===== config.mk =====
export PLATFORM = sky130hd
export DESIGN_NAME = fir_decim
export DESIGN_NICKNAME = d
export VERILOG_FILES = /design/src/rtl/fir_decim.sv
export SDC_FILE = /design/constraint.sdc
export NUM_CORES = 1
export LEC_CHECK = 0
export ABC_AREA = 1
export BUFFER_PORTS_ARGS = -buffer_cell sky130_fd_sc_hd__buf_4
export CORE_ASPECT_RATIO = 0.8
export CORE_MARGIN = 2
export CORE_UTILIZATION = 40
export DETAILED_ROUTE_END_ITERATION = 8
export MAX_ROUTING_LAYER = met4
export PLACE_DENSITY = 0.6
export SLEW_MARGIN = 10
export SYNTH_ARGS = -nofsm -noshare
export SYNTH_HDL_FRONTEND = slang
export SYNTH_SLANG_ARGS = --single-unit

===== constraint.sdc =====
create_clock -name clk -period 2.7 [get_ports clk]
set_input_delay 0.54 -clock clk [delete_from_list [all_inputs] [get_ports clk]]
set_output_delay 0.54 -clock clk [all_outputs]
set_load 0.02 [all_outputs]

===== src/rtl/fir_decim.sv =====
// Accumulate-and-dump decimator for the FIR output stream, with saturation and a small output FIFO.
// Build option: define FIR_DECIM_ROUND_EN to round half toward +inf instead of flooring.
module fir_decim #(
  parameter int IN_W       = 16,
  parameter int OUT_W      = 12,
  parameter int LOG2_DECIM = 2,
  parameter int FIFO_DEPTH = 4
) (
  input  logic                          clk,
  input  logic                          rst,
  input  logic signed [IN_W-1:0]        in_data,
  input  logic                          in_valid,
  output logic signed [OUT_W-1:0]       out_data,
  output logic                          out_valid,
  input  logic                          out_ready,
  output logic [$clog2(FIFO_DEPTH):0]   fill,
  output logic                          ovf,
  input  logic                          clr_ovf
);

  localparam int ACC_W = IN_W + LOG2_DECIM;
  // One spare bit so the rounding bias can never wrap the block sum.
  localparam int SUM_W = ACC_W + 1;
  localparam int AW    = $clog2(FIFO_DEPTH);

  localparam logic [LOG2_DECIM-1:0]  PHASE_LAST = '1;
  localparam logic signed [SUM_W-1:0] SAT_MAX =
    {{(SUM_W - OUT_W + 1){1'b0}}, {(OUT_W - 1){1'b1}}};
  localparam logic signed [SUM_W-1:0] SAT_MIN = ~SAT_MAX;
  localparam logic [AW:0]             FULL_CNT = (AW + 1)'(FIFO_DEPTH);
`ifdef FIR_DECIM_ROUND_EN
  localparam logic signed [SUM_W-1:0] ROUND_BIAS = SUM_W'(1) << (LOG2_DECIM - 1);
`endif

  logic [LOG2_DECIM-1:0]    phase;
  logic signed [ACC_W-1:0]  acc;
  logic signed [OUT_W-1:0]  res;
  logic                     res_valid;

  logic signed [SUM_W-1:0]  sum;
  logic signed [SUM_W-1:0]  sum_adj;
  logic signed [SUM_W-1:0]  sum_shr;
  logic signed [OUT_W-1:0]  sat_val;
  logic                     produce;

  // NOTE: every variable written here gets a value before any branch, otherwise a latch is inferred.
  always_comb begin
    sum     = SUM_W'(acc) + SUM_W'(in_data);
`ifdef FIR_DECIM_ROUND_EN
    sum_adj = sum + ROUND_BIAS;
`else
    sum_adj = sum;
`endif
    sum_shr = sum_adj >>> LOG2_DECIM;
    sat_val = sum_shr[OUT_W-1:0];
    if (sum_shr > SAT_MAX) begin
      sat_val = SAT_MAX[OUT_W-1:0];
    end else if (sum_shr < SAT_MIN) begin
      sat_val = SAT_MIN[OUT_W-1:0];
    end
    produce = in_valid && (phase == PHASE_LAST);
  end

  // NOTE: state registers use non-blocking assignments so every flop samples pre-edge values.
  always_ff @(posedge clk or posedge rst) begin
    if (rst) begin
      phase     <= '0;
      acc       <= '0;
      res       <= '0;
      res_valid <= 1'b0;
    end else begin
      // A pending result is always consumed (pushed or dropped) on the next edge.
      res_valid <= produce;
      if (produce) begin
        res   <= sat_val;
        acc   <= '0;
        phase <= '0;
      end else if (in_valid) begin
        acc   <= sum[ACC_W-1:0];
        phase <= phase + 1'b1;
      end
    end
  end

  logic [OUT_W-1:0] mem [FIFO_DEPTH];
  logic [AW:0]      wr_cnt;
  logic [AW:0]      rd_cnt;
  logic             full;
  logic             pop;
  logic             wr_en;
  logic             drop;

  assign fill      = wr_cnt - rd_cnt;
  assign out_valid = (wr_cnt != rd_cnt);
  assign full      = (fill == FULL_CNT);
  assign pop       = out_valid && out_ready;
  assign wr_en     = res_valid && (!full || pop);
  assign drop      = res_valid && full && !pop;
  assign out_data  = mem[rd_cnt[AW-1:0]];

  // NOTE: the storage is reset because out_data must read 0 straight out of reset.
  always_ff @(posedge clk or posedge rst) begin
    if (rst) begin
      for (int i = 0; i < FIFO_DEPTH; i++) begin
        mem[i] <= '0;
      end
    end else if (wr_en) begin
      mem[wr_cnt[AW-1:0]] <= res;
    end
  end

  always_ff @(posedge clk or posedge rst) begin
    if (rst) begin
      wr_cnt <= '0;
      rd_cnt <= '0;
    end else begin
      if (wr_en) begin
        wr_cnt <= wr_cnt + 1'b1;
      end
      if (pop) begin
        rd_cnt <= rd_cnt + 1'b1;
      end
    end
  end

  // Sticky drop flag; a drop on the same edge as a clear keeps it set.
  always_ff @(posedge clk or posedge rst) begin
    if (rst) begin
      ovf <= 1'b0;
    end else if (drop) begin
      ovf <= 1'b1;
    end else if (clr_ovf) begin
      ovf <= 1'b0;
    end
  end

  a_fill_bound : assert property (@(posedge clk) disable iff (rst) fill <= FULL_CNT);
  a_drop_flags : assert property (@(posedge clk) disable iff (rst) drop |=> ovf);

endmodule


# Yosys cells after proc, flatten, opt, wreduce, memory -nomap -nowiden
# Index checks and enable logic that the tools add are counted.
# op_classes
n_addsub,5
n_lt_le_gt_ge,5
n_eq_ne,3
mux,14
bitwise,2
n_reduce_logical,11
# ops
operator,n
2-to-1 mux 12 bit,5
bitwise mux 48 bit,1
2-to-1 mux 18 bit,2
binary-select mux 12 bit (select 2 bit),1
demux 12 bit (select 2 bit),1
adder 18 x 16 -> 19 bit,1
greater-than comparator 17 x 12 -> 1 bit (second input constant),1
< comparator 17 x 12 -> 1 bit (second input constant),1
adder 3 x 1 -> 3 bit (second input constant),2
greater-or-equal comparator 3 bit (second input constant),2
logical AND 1 bit,6
inverter 2 -> 3 bit,2
2-to-1 mux 2 bit,2
nonzero test 2 bit,2
equality test 3 bit (second input constant),1
< comparator 3 x 1 -> 1 bit (second input constant),1
!= test 3 bit,1
subtractor 3 bit,1
adder 2 x 1 -> 2 bit (second input constant),1
equality test 2 bit (second input constant),1
logical NOT 1 bit,2
2-to-1 mux 1 bit,2
logical OR 1 bit,1
# totals
ff_bits,88
input_bits,21
output_inout_bits,17
wordCells,51

# Longest topological paths before layout
# logic_depth
word_depth,6
ltp_mapped,16

# Worst setup path before layout
# No wires, ideal clock.
# synth_timing
path_type,register to register
from,register wr_cnt[0]
to,register mem[0] (netlist bit)
arrival_ps,2348
required_ps,2575
slack_ps,227
stages_incl_launch_ff,10
synth_period_minus_slack_ps,2473
path_cell_list,dfrtp_1 inv_1 ha_1 fa_1 xor2_1 nand4_2 nand2_4 nor2_4 buf_12 mux2_4
# synth_via
word_cells_on_any_way,14
classes_between,add/sub (1); order compare (2); eq/ne (2); mux (3); bitwise (1); reduce/logical (5)
# synth_rtl
element,line,text
"start, declared",86,logic [AW:0] wr_cnt;
"start signal, assigned",118,wr_cnt <= wr_cnt + 1'b1;
subtractor 3 bit,93,assign fill = wr_cnt - rd_cnt;
net fill[2],16,"output logic [$clog2(FIFO_DEPTH):0] fill,"
equality test 3 bit,95,assign full = (fill == FULL_CNT);
logical NOT 1 bit,97,assign wr_en = res_valid && (!full || pop);
logical OR 1 bit,97,
logical AND 1 bit,97,
"end signal, assigned by index",108,mem[wr_cnt[AW-1:0]] <= res;
"end, declared",85,logic [OUT_W-1:0] mem [FIFO_DEPTH];
# The timed path passes the listed nets, and every way through them passes these cells.
# A chain may end at the register's enable or synchronous reset.

# Worst setup path after layout
# layout_timing
from,register acc[0]
to,register res[7]
# layout_via
elab_chain_cells,4
word_cells_on_any_way,5
classes_between,add/sub (1); order compare (2); mux (2)
# layout_lines
element,line,text
"start, declared",36,logic signed [ACC_W-1:0] acc;
"start signal, assigned",79,acc <= sum[ACC_W-1:0];
adder 18 x 16 -> 19 bit *,48,sum = SUM_W'(acc) + SUM_W'(in_data);
< comparator 17 x 12 -> 1 bit,58,end else if (sum_shr < SAT_MIN) begin
2-to-1 mux 12 bit,58,
2-to-1 mux 12 bit *,56,if (sum_shr > SAT_MAX) begin
"end signal, assigned",75,res <= sat_val;
"end, declared",37,logic signed [OUT_W-1:0] res;
# Mark *: on every way between the ends. The rest lies on a longest branch, timed or not.

==> summary.md <==
| Metric | Value |
|---|---|
| Outcome | `finished, final reports clean` |
| Nets@finish | `695` |
| Crit. path cell count | `14` |
| Power Dens Cells | `1333 nW/um2` |
| Mapped Area | `5235 um2` |
| # hold bufs at CTS | `0` |
| WP data arrival | `2690 ps` |
| First-pass iteration count of the detailed router | `5` |
| Clock latency on the worst-skew pair | `340 ps` |
| Remaining DRCs | `0` |
| Critical path capture point type | `flop` |
| Row Count | `37` |
| Worst vdd ir | `448.6 uV` |
| Starting Density | `40.82%` |
| Number of DRC markers in iteration 0 | `348` |
| Synth area leaders | `dfrtp_1, mux2_4, nand2_1, ha_1, inv_1` |
| Crit path largest cell delay | `390 ps` |
| CTS H-tree lvls | `3` |
| Slew HR | `61.27%` |
| Most common cell on crit path | `nand2_1` |
| Number of global-route vias before repair | `4027` |
| TritonCTS Buffers | `9` |
| #FFs+latches synth | `88` |
| Hpwl dp | `9022 um` |
| Reg2Reg Depth | `14` |
| Clk_skew | `10.10 ps` |
| Antenna diodes | `0` |
| Non-Filler Instances | `826` |
| Highest clock rate | `410.4 MHz` |
| Die area | `14020 um2` |
| Routability cong. | `0.9246` |
| Setup CP Type | `reg2reg` |
| CP top delay family | `simple AND/OR/NAND/NOR gates` |
| Most frequent cells in the layout | `nand2_1, dfrtp_1, inv_1, nor2_1, buf_4` |
| Hold WS | `262.4 ps` |
| Post-Syn Instances | `596` |
| Slew Limit Fails | `0` |
| Die Y | `106.3 um` |
| Final setup fails | `0` |
| Placed instance count | `810` |
| Buf/Inv on CP | `1` |
| Crit-path max FO | `11` |
| Setup bufs post-CTS | `0` |
| Max clock buf depth | `2` |
| Synth top area share | `42.07%` |
| Register area | `2202 um2` |
| Root Buffer | `clkbuf_16` |
| P&R area growth vs syn | `17.26%` |
| Total gr overflow | `0` |
| Leading area contributor after synthesis | `dfrtp_1` |
| Final Critical Period | `2437 ps` |
| Total power | `8.183 mW` |
| CTS tree | `built` |
| Routed len/inst | `15.10 um` |
| Fraction of layout cells with a size suffix above 1 | `19.97%` |
| Register area share after synthesis | `42.07%` |
| Largest net degree at the start of global routing | `43` |
| # fillers | `1241` |
| Mean post-synth cell area | `8.784 um2` |
| Tcrit/Tclk final | `90.26%` |
| Core Region | `12820 um2` |
| Port Buffer Count | `37` |
| Leak | `3.064 nW` |
| Antenna-violating nets left | `0` |
| Slew @ Worst Pin | `579.7 ps` |
| Crit-path cells | `ha_2 -> fa_1 -> nand2_1 -> nand3_1 -> nand3_1 -> nand2_1 -> nand2_1 -> nand3_1 -> nand2_1 -> nand3_1 -> o21ai_2 -> buf_4 -> nand2_1 -> a21oi_1` |
| Netlist cell types | `28` |
| Setup Total Neg Slack | `0 ps` |
| Gr usage total | `19.23%` |
| Vias | `4055` |
| Drt via density | `4.909` |
| Die width | `131.9 um` |
| Initial antenna violation count | `0` |
| Slowest-stage cell, CP | `dfrtp_1` |
| RSZ-0062 raised after global routing | `no` |
| Clock Sink Count | `88` |
| Hold Violations, Final | `0` |
| Max cap viols | `0` |
| Syn_nets | `645` |
| CTS clock-pin slew for the worst setup and hold paths | `70 ps` |
| Synth warn | `0` |
| First-pass GRT wire length | `20930 um` |
| Worst endpoint required time | `2950 ps` |
| CTS resizes | `0` |
| Commonest non-fill, non-tap cell in the layout | `nand2_1` |
| I/O pin total | `38` |
| Worst hold path class | `in2async` |
| Area of the multi-input gates | `2606 um2` |
| Startpoint Class | `flop` |
| Final WL | `12470 um` |
==> flip-flops by register name, summed over array words and instances (netlist names) <==
name,count
mem,48
acc,18
res,12
rd_cnt,3
wr_cnt,3
phase,2
ovf,1
res_valid,1
==> worst reg2reg max path: cells and delay by family (launching register included) <==
family	cells	cell delay, ps
DFF	1	390
buffers and inverters	1	180
adders and majority gates	2	600
and+or+nand+nor	9	900
AOI/OAI and AO/OA	2	300
==> path summary, 6_finish.rpt <==
kind                            startpoint        to  slack [ps]
max in group asynchronous              rst   mem[22]        1710
worst max-delay path                acc[0]    res[7]         260
worst min-delay path                   rst    acc[6]         260
min in group clk                   clr_ovf       ovf         410
worst max register to register      acc[0]    res[7]         260
worst min register to register    phase[0]  phase[0]         480
==> final cells by class <==
cell class | count | share of cell area, %
Clock buffer | 10 | 3.893
Clock inverter | 6 | 1.203
Inverter | 85 | 5.259
Multi-Input combinational cell | 407 | 42.46
Sequential cell | 88 | 35.87
Tap cell | 175 | 3.567
Timing Repair Buffer | 55 | 7.746
==> stage by stage <==
stage / utilization, % / area (um2) / setup WS, ps
after floorplan: - / 5239 / 226.6
after global placement: 45.41 / 5823 / -16.69
after detailed placement: 45.41 / 5823 / -64.75
after CTS: 47.85 / 6136 / 188.7
after global routing: 47.87 / 6138 / 17.57
final: 47.87 / 6138 / 263.1
==> routing by layer <==
layer  track usage, %  vias to the layer above  share of wire, %
met3            3.290                       14               3.9
met5                -                        -                 0
met1            27.09                     1931                51
met2            28.76                       94                44
met4            5.202                        0               1.2
li1                 -                     2016                 -
==> cell families (layout without fill, tap and decap cells) <==
logic type      count (synthesis)  count (layout)  share of synthesized area [%]
flops                          88              88                          42.06
mux                            49              49                          13.34
fa+ha+maj                      28              28                          6.979
buf+inv                       101             156                          8.198
compound gates                 90              90                          9.130
simple gates                  223             223                          17.45
xor+xnor                       17              17                          2.844
==> synthesized netlist by cell type <==
master and count:
inv_1 84, nand2_1 138, clkinv_1 1, buf_12 1, nor2_4 4, nand2_4 1
buf_4 1, nor3_1 3, buf_1 1, ha_1 26, mux2_2 10, buf_6 4
clkbuf_1 9, a21oi_2 1, fa_1 2, nand3_1 15, a31oi_1 1, o21ai_2 1
o22ai_1 15, nor2_1 58, nand4_1 3, xnor2_1 5, dfrtp_1 88, mux2_4 39
o21ai_0 43, nand4_2 1, xor2_1 12, a21oi_1 29
==> power by group <==
group          switching, mW  internal, mW  total (mW)
Sequential             0.472          1.96        2.43
Combinational           2.52          1.92        4.44
Clock                  0.553         0.755        1.31
Power figures use the tool's default switching activity.
